==> config.mk <==
export PLATFORM = sky130hd
export DESIGN_NAME = video_rect_filler_flat
export DESIGN_NICKNAME = d
export VERILOG_FILES = /design/src/rtl/video_rect_filler_if.sv /design/src/rtl/video_rect_filler.sv /design/src/flat_wrapper.sv
export SDC_FILE = /design/constraint.sdc
export NUM_CORES = 1
export LEC_CHECK = 0
export ABC_AREA = 1
export ABC_CLOCK_PERIOD_IN_PS = 2550
export BUFFER_PORTS_ARGS = -buffer_cell sky130_fd_sc_hd__buf_4
export CORE_ASPECT_RATIO = 1.5
export CORE_MARGIN = 4
export CORE_UTILIZATION = 57
export DETAILED_ROUTE_END_ITERATION = 6
export GPL_ROUTABILITY_DRIVEN = 1
export PLACE_DENSITY = 0.78
export SLEW_MARGIN = 20
export SYNTH_ARGS = -nofsm -noshare
export SYNTH_HDL_FRONTEND = slang
export SYNTH_SLANG_ARGS = --single-unit
==> constraint.sdc <==
create_clock -name Clock -period 2.55 [get_ports Clock]
set_input_delay 0.6375 -clock Clock [delete_from_list [all_inputs] [get_ports Clock]]
set_output_delay 0.6375 -clock Clock [all_outputs]
set_load 0.02 [all_outputs]
==> src/rtl/video_rect_filler_if.sv <==
// Command and memory-write bundle for the rectangle fill engine.
// The slave side is the fill engine; the master side is the command source and memory port.
interface video_rect_filler_if #(
  parameter int unsigned COORD_W = 8,
  parameter int unsigned COLOR_W = 3,
  parameter int unsigned ADDR_W  = 2 * COORD_W
);
  logic               iStart;
  logic               iClear;
  logic [COORD_W-1:0] iX0;
  logic [COORD_W-1:0] iY0;
  logic [COORD_W:0]   iWidth;
  logic [COORD_W:0]   iHeight;
  logic [COLOR_W-1:0] iColor;
  logic               iWriteStall;
  logic [ADDR_W-1:0]  oWriteAddress;
  logic [COLOR_W-1:0] oWriteData;
  logic               oWriteEnable;
  logic               oBusy;
  logic               oDone;

  modport slave (
    input  iStart, iClear, iX0, iY0, iWidth, iHeight, iColor, iWriteStall,
    output oWriteAddress, oWriteData, oWriteEnable, oBusy, oDone
  );

  modport master (
    output iStart, iClear, iX0, iY0, iWidth, iHeight, iColor, iWriteStall,
    input  oWriteAddress, oWriteData, oWriteEnable, oBusy, oDone
  );
endinterface

==> src/rtl/video_rect_filler.sv <==
// Rectangle-fill / full-screen clear engine: one command at a time, one pixel
// write per unstalled cycle in row-major order into the 2^COORD_W square frame.
module video_rect_filler #(
  parameter int unsigned COORD_W = 8,
  parameter int unsigned COLOR_W = 3,
  parameter int unsigned ADDR_W  = 2 * COORD_W
) (
  input  logic                 Clock,
  input  logic                 Reset,
  video_rect_filler_if.slave   bus
);

  typedef enum logic [1:0] {
    S_IDLE = 2'd0,
    S_FILL = 2'd1,
    S_DONE = 2'd2
  } state_e;

  localparam logic [COORD_W:0] FULL = {1'b1, {COORD_W{1'b0}}};
  localparam logic [COORD_W:0] ONE  = {{COORD_W{1'b0}}, 1'b1};

  state_e             state_q;
  logic [COORD_W-1:0] x0_q, y0_q;
  logic [COORD_W:0]   w_q, h_q;
  logic [COORD_W:0]   cx_q, cy_q;
  logic [COLOR_W-1:0] color_q;

  logic [COORD_W:0]   cx_d, cy_d;
  logic [COORD_W-1:0] x0_cmd, y0_cmd;
  logic [COORD_W:0]   w_cmd, h_cmd;
  logic               col_last, row_last;
  logic               in_fill;
  logic [COORD_W-1:0] row_addr, col_addr;

  // Command decode: a clear forces the full frame, oversize extents clamp to the frame side.
  always_comb begin
    x0_cmd = '0;
    y0_cmd = '0;
    w_cmd  = FULL;
    h_cmd  = FULL;
    if (!bus.iClear) begin
      x0_cmd = bus.iX0;
      y0_cmd = bus.iY0;
      w_cmd  = (bus.iWidth  > FULL) ? FULL : bus.iWidth;
      h_cmd  = (bus.iHeight > FULL) ? FULL : bus.iHeight;
    end
  end

  always_comb begin
    col_last = (cx_q == (w_q - ONE));
    row_last = (cy_q == (h_q - ONE));
    cx_d     = cx_q + ONE;
    cy_d     = cy_q;
    if (col_last) begin
      cx_d = '0;
      cy_d = cy_q + ONE;
    end
  end

  always_ff @(posedge Clock or negedge Reset) begin
    if (!Reset) begin
      state_q <= S_IDLE;
      x0_q    <= '0;
      y0_q    <= '0;
      w_q     <= '0;
      h_q     <= '0;
      cx_q    <= '0;
      cy_q    <= '0;
      color_q <= '0;
    end else begin
      unique case (state_q)
        S_IDLE: begin
          if (bus.iStart) begin
            x0_q    <= x0_cmd;
            y0_q    <= y0_cmd;
            w_q     <= w_cmd;
            h_q     <= h_cmd;
            color_q <= bus.iColor;
            cx_q    <= '0;
            cy_q    <= '0;
            state_q <= ((w_cmd == '0) || (h_cmd == '0)) ? S_DONE : S_FILL;
          end
        end
        S_FILL: begin
          if (!bus.iWriteStall) begin
            cx_q <= cx_d;
            cy_q <= cy_d;
            if (col_last && row_last) begin
              state_q <= S_DONE;
            end
          end
        end
        S_DONE: begin
          state_q <= S_IDLE;
        end
        default: begin
          state_q <= S_IDLE;
        end
      endcase
    end
  end

  // Outputs decode only registered state; the stall input gates the strobe alone.
  always_comb begin
    in_fill  = (state_q == S_FILL);
    row_addr = y0_q + cy_q[COORD_W-1:0];
    col_addr = x0_q + cx_q[COORD_W-1:0];
    bus.oWriteEnable  = in_fill && !bus.iWriteStall;
    bus.oWriteAddress = '0;
    bus.oWriteData    = '0;
    if (in_fill) begin
      bus.oWriteAddress = ADDR_W'({row_addr, col_addr});
      bus.oWriteData    = color_q;
    end
    bus.oBusy = (state_q != S_IDLE);
    bus.oDone = (state_q == S_DONE);
  end

endmodule

==> src/flat_wrapper.sv <==
// flat-port wrapper written by rule: the top's interface ports become plain ports
module video_rect_filler_flat 
#(
  parameter int unsigned COORD_W = 8,
  parameter int unsigned COLOR_W = 3,
  parameter int unsigned ADDR_W  = 2 * COORD_W
)
  (Clock, Reset, bus_iStart, bus_iClear, bus_iX0, bus_iY0, bus_iWidth, bus_iHeight, bus_iColor, bus_iWriteStall, bus_oWriteAddress, bus_oWriteData, bus_oWriteEnable, bus_oBusy, bus_oDone);
  video_rect_filler_if #(.COORD_W(COORD_W), .COLOR_W(COLOR_W), .ADDR_W(ADDR_W)) bus_i ();
  input  logic Clock;
  input  logic Reset;
  input wire logic [$bits(bus_i.iStart)-1:0] bus_iStart;
  input wire logic [$bits(bus_i.iClear)-1:0] bus_iClear;
  input wire logic [$bits(bus_i.iX0)-1:0] bus_iX0;
  input wire logic [$bits(bus_i.iY0)-1:0] bus_iY0;
  input wire logic [$bits(bus_i.iWidth)-1:0] bus_iWidth;
  input wire logic [$bits(bus_i.iHeight)-1:0] bus_iHeight;
  input wire logic [$bits(bus_i.iColor)-1:0] bus_iColor;
  input wire logic [$bits(bus_i.iWriteStall)-1:0] bus_iWriteStall;
  output wire logic [$bits(bus_i.oWriteAddress)-1:0] bus_oWriteAddress;
  output wire logic [$bits(bus_i.oWriteData)-1:0] bus_oWriteData;
  output wire logic [$bits(bus_i.oWriteEnable)-1:0] bus_oWriteEnable;
  output wire logic [$bits(bus_i.oBusy)-1:0] bus_oBusy;
  output wire logic [$bits(bus_i.oDone)-1:0] bus_oDone;
  assign bus_i.iStart = bus_iStart;
  assign bus_i.iClear = bus_iClear;
  assign bus_i.iX0 = bus_iX0;
  assign bus_i.iY0 = bus_iY0;
  assign bus_i.iWidth = bus_iWidth;
  assign bus_i.iHeight = bus_iHeight;
  assign bus_i.iColor = bus_iColor;
  assign bus_i.iWriteStall = bus_iWriteStall;
  assign bus_oWriteAddress = bus_i.oWriteAddress;
  assign bus_oWriteData = bus_i.oWriteData;
  assign bus_oWriteEnable = bus_i.oWriteEnable;
  assign bus_oBusy = bus_i.oBusy;
  assign bus_oDone = bus_i.oDone;
  video_rect_filler #(.COORD_W(COORD_W), .COLOR_W(COLOR_W), .ADDR_W(ADDR_W)) u_core (.Clock(Clock), .Reset(Reset), .bus(bus_i));
endmodule
* Word level (Yosys, flattened, before mapping)
Index checks and enable logic that the tools add are counted.
** Operators by class
- Add/subtract/negate cells :: 6
- Magnitude comparators :: 2
- Equality and inequality tests :: 8
- Multiplexer cells :: 20
- Reductions and logical operators :: 13
** Operators with widths (count)
- 9-bit 2-to-1 mux :: 9
- 9-bit one-hot mux with 2 select lines :: 2
- 9-bit by 1-bit adder with 9-bit output (second input constant) :: 2
- 9-bit equality test :: 2
- 9-bit greater-than comparator (second input constant) :: 2
- 9-bit logical NOT :: 2
- 9-bit by 1-bit subtractor with 9-bit output (second input constant) :: 2
- 8-bit adder :: 2
- 16-bit 2-to-1 mux :: 1
- 8-bit 2-to-1 mux :: 2
- 2-bit 2-to-1 mux :: 4
- 2-bit inequality test (second input constant) :: 3
- 3-bit AND reduction :: 2
- 2-bit one-hot mux with 2 select lines :: 1
- 4-bit AND reduction :: 1
- 2-bit nonzero test :: 2
- 3-bit 2-to-1 mux :: 1
- 2-bit by 1-bit equality test with 1-bit output (second input constant) :: 1
- 2-bit equality test (second input constant) :: 1
- 1-bit logical AND :: 2
- 2-bit logical NOT :: 1
- 2-bit by 1-bit inequality test with 1-bit output (second input constant) :: 1
- 2-bit AND reduction :: 1
- 1-bit logical NOT :: 1
- 1-bit logical OR :: 1
** Storage, ports and cells
- Bits in registers :: 57
- Output and inout bits :: 22

* Depth between registers and ports, before layout
- Depth in word-level cells :: 8
- Depth in mapped cells :: 15

* Worst setup path before layout
No wires, ideal clock.
- Kind :: register -> output
- Start :: reg u_core.cx_q[0]
- End :: out bus_oWriteAddress[6]
- Data arrival time :: 1988 ps
- Setup slack :: -75 ps
- Cell stages (with the launch flop) :: 12
- Buffers on the path :: 0
- Cell sequence :: dfrtp_1 ha_1 fa_1 nand2_1 inv_1 o21ai_0 nand2_1 nand2_1 nand2_1 a21oi_1 o21ai_0 a21oi_1
** On the way
- Word-level cells in the longest chain between the ends :: 2
** RTL lines
- start: declaration :: line video_rect_filler.sv:25 : logic [COORD_W:0] cx_q, cy_q;
- start signal: assignment :: line video_rect_filler.sv:67 : cx_q <= '0;
- start signal: assignment :: line video_rect_filler.sv:79 : cx_q <= '0;
- start signal: assignment :: line video_rect_filler.sv:86 : cx_q <= cx_d;
- 8-bit adder :: line video_rect_filler.sv:107 : col_addr = x0_q + cx_q[COORD_W-1:0];
- 16-bit 2-to-1 mux :: line video_rect_filler.sv:111 : if (in_fill) begin
- end: declaration :: line flat_wrapper.sv:20 : output wire logic [$bits(bus_i.oWriteAddress)-1:0] bus_oWriteAddress;
Every way passes these cells.

* Worst setup path in the final report
- Start :: reg u_core.cy_q[0]
- End :: out bus_oWriteAddress[14]
** On the way
- Word-level cells in the longest chain between the ends :: 2
** RTL lines
- start: declaration :: line video_rect_filler.sv:25
- start signal: assignment :: line video_rect_filler.sv:87 : cy_q <= cy_d;
- 8-bit adder :: line video_rect_filler.sv:106 : row_addr = y0_q + cy_q[COORD_W-1:0];
- 16-bit 2-to-1 mux :: line video_rect_filler.sv:111
Every way passes these cells.

==> qor.txt <==
======================================================================================================
Pre-Repair DR Iteration Count                                                                        4
Worst reg2reg path startpoint                                                             u_core.cy_q[1]$_DFFE_PN0P_
FP Rows                                                                                             36
Clock transition at the register clock pins on the worst setup and hold paths after CTS          60 ps
Global router's overall resource usage                                                           26.8%
Number of sinks handled by clock tree synthesis                                                     57
Fin crit share                                                                                    113%
Number of antenna violations at the first check in global routing                                    0
Share of layout cells above drive strength 1                                                     29.9%
Total global routing overflow                                                                        0
Dominant combinational cell family by area after synthesis                                simple AND/OR/NAND/NOR gates
Actual slew at the worst max-slew pin                                                           722 ps
CTS Root Cell                                                                             sky130_fd_sc_hd__clkbuf_8
Required time at the endpoint of the critical path                                             1910 ps
Static leakage power                                                                           2.50 nW
Fin worst setup slack                                                                          -338 ps
Utilization after layout                                                                         76.5%
Hold Violations, Final                                                                               0
Violations in the final reports                                                           negative setup slack
Max-slew violations                                                                                  0
Pin count of the biggest net entering global routing                                                58
Startpoint class of the critical path                                                        flip-flop
Ys async rst share                                                                                100%
Class of the tightest hold or removal check                                               input port to asynchronous set/reset pin
Biggest area contributors in the synthesized netlist                                      sky130_fd_sc_hd__dfrtp_1 36%, sky130_fd_sc_hd__nand2_1 11%, sky130_fd_sc_hd__inv_1 6.4%
Layout Skew                                                                                    7.45 ps
Via count of the first global-routing pass                                                       3,886
Number of synthesized register bits                                                                 57
Maximum net fanout on the critical path                                                              2
Number of hold buffers added after CTS                                                               0
Wire length of the first global-routing pass                                              16,900 microns
H-tree Lvls                                                                                          3
Max frequency                                                                                  346 MHz
Max_slew headroom                                                                                51.8%
Diode insertion count for antenna repair                                                             0
Met3 GRT Util                                                                                    3.48%
Syn Std Cell Area                                                                           3930 sq um
VDD IR-drop max                                                                             0.000676 V
Count of boundary I/O pins                                                                          64
Weighted congestion reported at the end of routability-driven placement                          0.895
TritonCTS clock tree                                                                              done
Setup WS pre-CTS                                                                              -34.3 ps
Post-synthesis xor/xnor area fraction                                                            5.41%
Global Route met1 Usage                                                                          28.5%
Ratio of total power to cell area                                                          967 nW/um^2
DRC marker count from the first detailed-route iteration                                           226
Library cell with the largest summed area after synthesis                                 sky130_fd_sc_hd__dfrtp_1
I/O Buffers                                                                                         63
Placed cell area                                                                            4550 sq um
Total half-perimeter wirelength after legalization and detailed placement                 7450 microns
Layout Cell Area excl Fill                                                                  5070 sq um
Outcome                                                                                   complete, but fails checks
Critical path capture point                                                               bus_oWriteAddress[14]
Initial core utilization                                                                         59.4%
Post-DRT Antenna Nets                                                                                0
Layout Nets                                                                                        675
First element of the critical path                                                        u_core.cy_q[0]$_DFFE_PN0P_
Net Count, Synth                                                                                   582
Post-synthesis simple-gate area fraction                                                         28.2%
Share of the synthesized area in the top cell type                                               36.3%
Number of filler instances in the final layout                                                     495
Placeable core area                                                                         6620 sq um
Area fraction in compound gates after synthesis                                                  14.9%
Clock latency at the later pin of the worst-skew pair                                           350 ps
Share of synthesized cell area in full adder, half adder and majority cells                      6.75%
Met2 capacity usage during global routing                                                        48.5%
Average wire per cell in the routed design                                                15.4 microns
Minimum clock period                                                                           2890 ps
Drt total wl                                                                              10,600 microns
Sequential-to-total area share from yosys stat                                                   36.3%
Cell count after synthesis                                                                         520
Max_cap viols                                                                                        0
Chip Width                                                                                75.8 microns
Cell count of the worst reg-to-reg path                                                              9
Arrival time reported for the critical path endpoint                                           2250 ps
Setup TNS after final layout                                                                  -1180 ps
Post-Syn Area per Cell                                                                      7.56 sq um
Portion of netlist area occupied by mux cells                                                       0%
Number of synthesized flops with an enable pin                                                       0
Height of the die                                                                          110 microns
Die Area                                                                                    8310 sq um
Total power draw                                                                               4.90 mW
Count of final setup violators                                                                       7
Reg-to-reg critical path endpoint                                                         u_core.cy_q[8]$_DFFE_PN0P_
Unrepaired setup endpoints after global routing                                                   true
DRC violations left                                                                                  0
Count of cell types in the netlist                                                                  36
Register-to-register path setup slack                                                           480 ps
Clock buffer count from CTS                                                                          9
Vias post-DR                                                                                     3,858
Top FF cell, synth                                                                        sky130_fd_sc_hd__dfrtp_1
Worst Path Class, Setup                                                                   flip-flop to primary output
Worst setup EP type                                                                       primary output
Vias per Instance                                                                                 5.58
Yosys synthesis warning count                                                                        0
GR peak layer                                                                                     met2
Worst-case clock buffer depth                                                                        2
Layout Area Growth over Synthesis                                                                29.0%
======================================================================================================
synthesized netlist by cell type (2+ instances only):
cell and n:
sky130_fd_sc_hd__nand2_1 116, sky130_fd_sc_hd__inv_1 67, sky130_fd_sc_hd__dfrtp_1 57, sky130_fd_sc_hd__nor2_1 51
sky130_fd_sc_hd__nand3_1 37, sky130_fd_sc_hd__o21ai_0 31, sky130_fd_sc_hd__a21oi_1 22, sky130_fd_sc_hd__ha_1 18
sky130_fd_sc_hd__a22o_1 17, sky130_fd_sc_hd__o22ai_1 11, sky130_fd_sc_hd__xor2_1 11, sky130_fd_sc_hd__nand4_1 9
sky130_fd_sc_hd__xnor2_1 8, sky130_fd_sc_hd__o21ai_2 7, sky130_fd_sc_hd__buf_2 6, sky130_fd_sc_hd__inv_2 6
sky130_fd_sc_hd__nor2_2 6, sky130_fd_sc_hd__nand3_2 5, sky130_fd_sc_hd__nor3_1 5, sky130_fd_sc_hd__nand2_2 4
sky130_fd_sc_hd__clkbuf_1 3, sky130_fd_sc_hd__nor2_4 3, sky130_fd_sc_hd__or2_2 3, sky130_fd_sc_hd__fa_1 2
sky130_fd_sc_hd__nand2_4 2, sky130_fd_sc_hd__nor4_1 2, sky130_fd_sc_hd__o21ai_1 2
power breakdown:
group | switching (mW) | internal, mW | total (mW)
combinational | 1.59 | 1.12 | 2.71
clock | 0.339 | 0.396 | 0.735
sequential | 0.268 | 1.19 | 1.45
worst min-delay path by stage:
stage | cells past startpoint | slack, ps | to
final | 1 | 340 | u_core.y0_q[4]$_DFFE_PN0P_
after global routing | 1 | 410 | u_core.y0_q[4]$_DFFE_PN0P_
after CTS | 1 | 370 | u_core.y0_q[4]$_DFFE_PN0P_
after detailed placement | 1 | 500 | u_core.y0_q[0]$_DFFE_PN0P_
after global placement | 1 | 490 | u_core.y0_q[5]$_DFFE_PN0P_
after floorplan | 0 | 340 | u_core.color_q[0]$_DFFE_PN0P_
worst max-delay path: stages, from the launching register on:
cell                       delay [ps]
sky130_fd_sc_hd__dfrtp_1          400
sky130_fd_sc_hd__ha_2             210
sky130_fd_sc_hd__fa_2             350
sky130_fd_sc_hd__nand2_2           70
sky130_fd_sc_hd__inv_2             40
sky130_fd_sc_hd__o21ai_2          140
sky130_fd_sc_hd__nand2_2          100
sky130_fd_sc_hd__a21oi_2          170
sky130_fd_sc_hd__o21bai_1         100
sky130_fd_sc_hd__o21ai_1          120
sky130_fd_sc_hd__a21oi_1           50
sky130_fd_sc_hd__buf_4            160
area by class of cell:
class	count	area (sq um)	share of cell area (%)
clock buffer	14	163	3.21
inverter	73	274	5.41
multi-input combinational	380	2380	46.9
sequential	57	1430	28.2
tap	76	95.1	1.88
timing repair buffer	92	728	14.4
stage by stage:
stage               hold WS [ps]  instances
finish                       342        692
global route                 415        692
CTS                          374        685
detailed placement           499        662
global placement             493        662
floorplan                    342        520
per-layer routing:
layer  part of all wire, %  routed length (microns)
met3                   3.9                      415
met4                   3.4                      367
met2                    56                     5980
met1                    36                     3880
met5                     0                        0
cell usage in the layout (no fill, tap or decap), drive strengths merged:
cell type and count:
o21ai 40, nor2 60, nor3 6, clkbuf 14, inv 73, o31ai 1
nand2 122, a21oi 22, a22o 17, xnor3 1, o21bai 1, fa 2
nand3 42, nand4 9, buf 92, o31a 1, ha 18, xor3 1
dfrtp 57, nor4 2, xnor2 8, or2 4, o22ai 11, o21a 1
xor2 11
logic make-up after synthesis:
family                     after synthesis
and+or+nand+nor                        245
xor gates and xnor gates                21
buffers and inverters                   83
DFF                                     57
adders and majority gates               20
AOI/OAI and AO/OA                       94
what timing repair did:
action / CTS / global route
pin swaps: 8 / 15
setup buffers: 9 / 10
resized for setup: 30 / 35
setup endpoints to repair: 7 / 8
state kept, by name, indices dropped and copies added, names as in the netlist:
name / count
u_core.x0_q: 8
u_core.y0_q: 8
u_core.cx_q: 9
u_core.color_q: 3
u_core.h_q: 9
u_core.w_q: 9
u_core.state_q: 2
u_core.cy_q: 9
No activity file was read; power rests on OpenSTA's default activity.
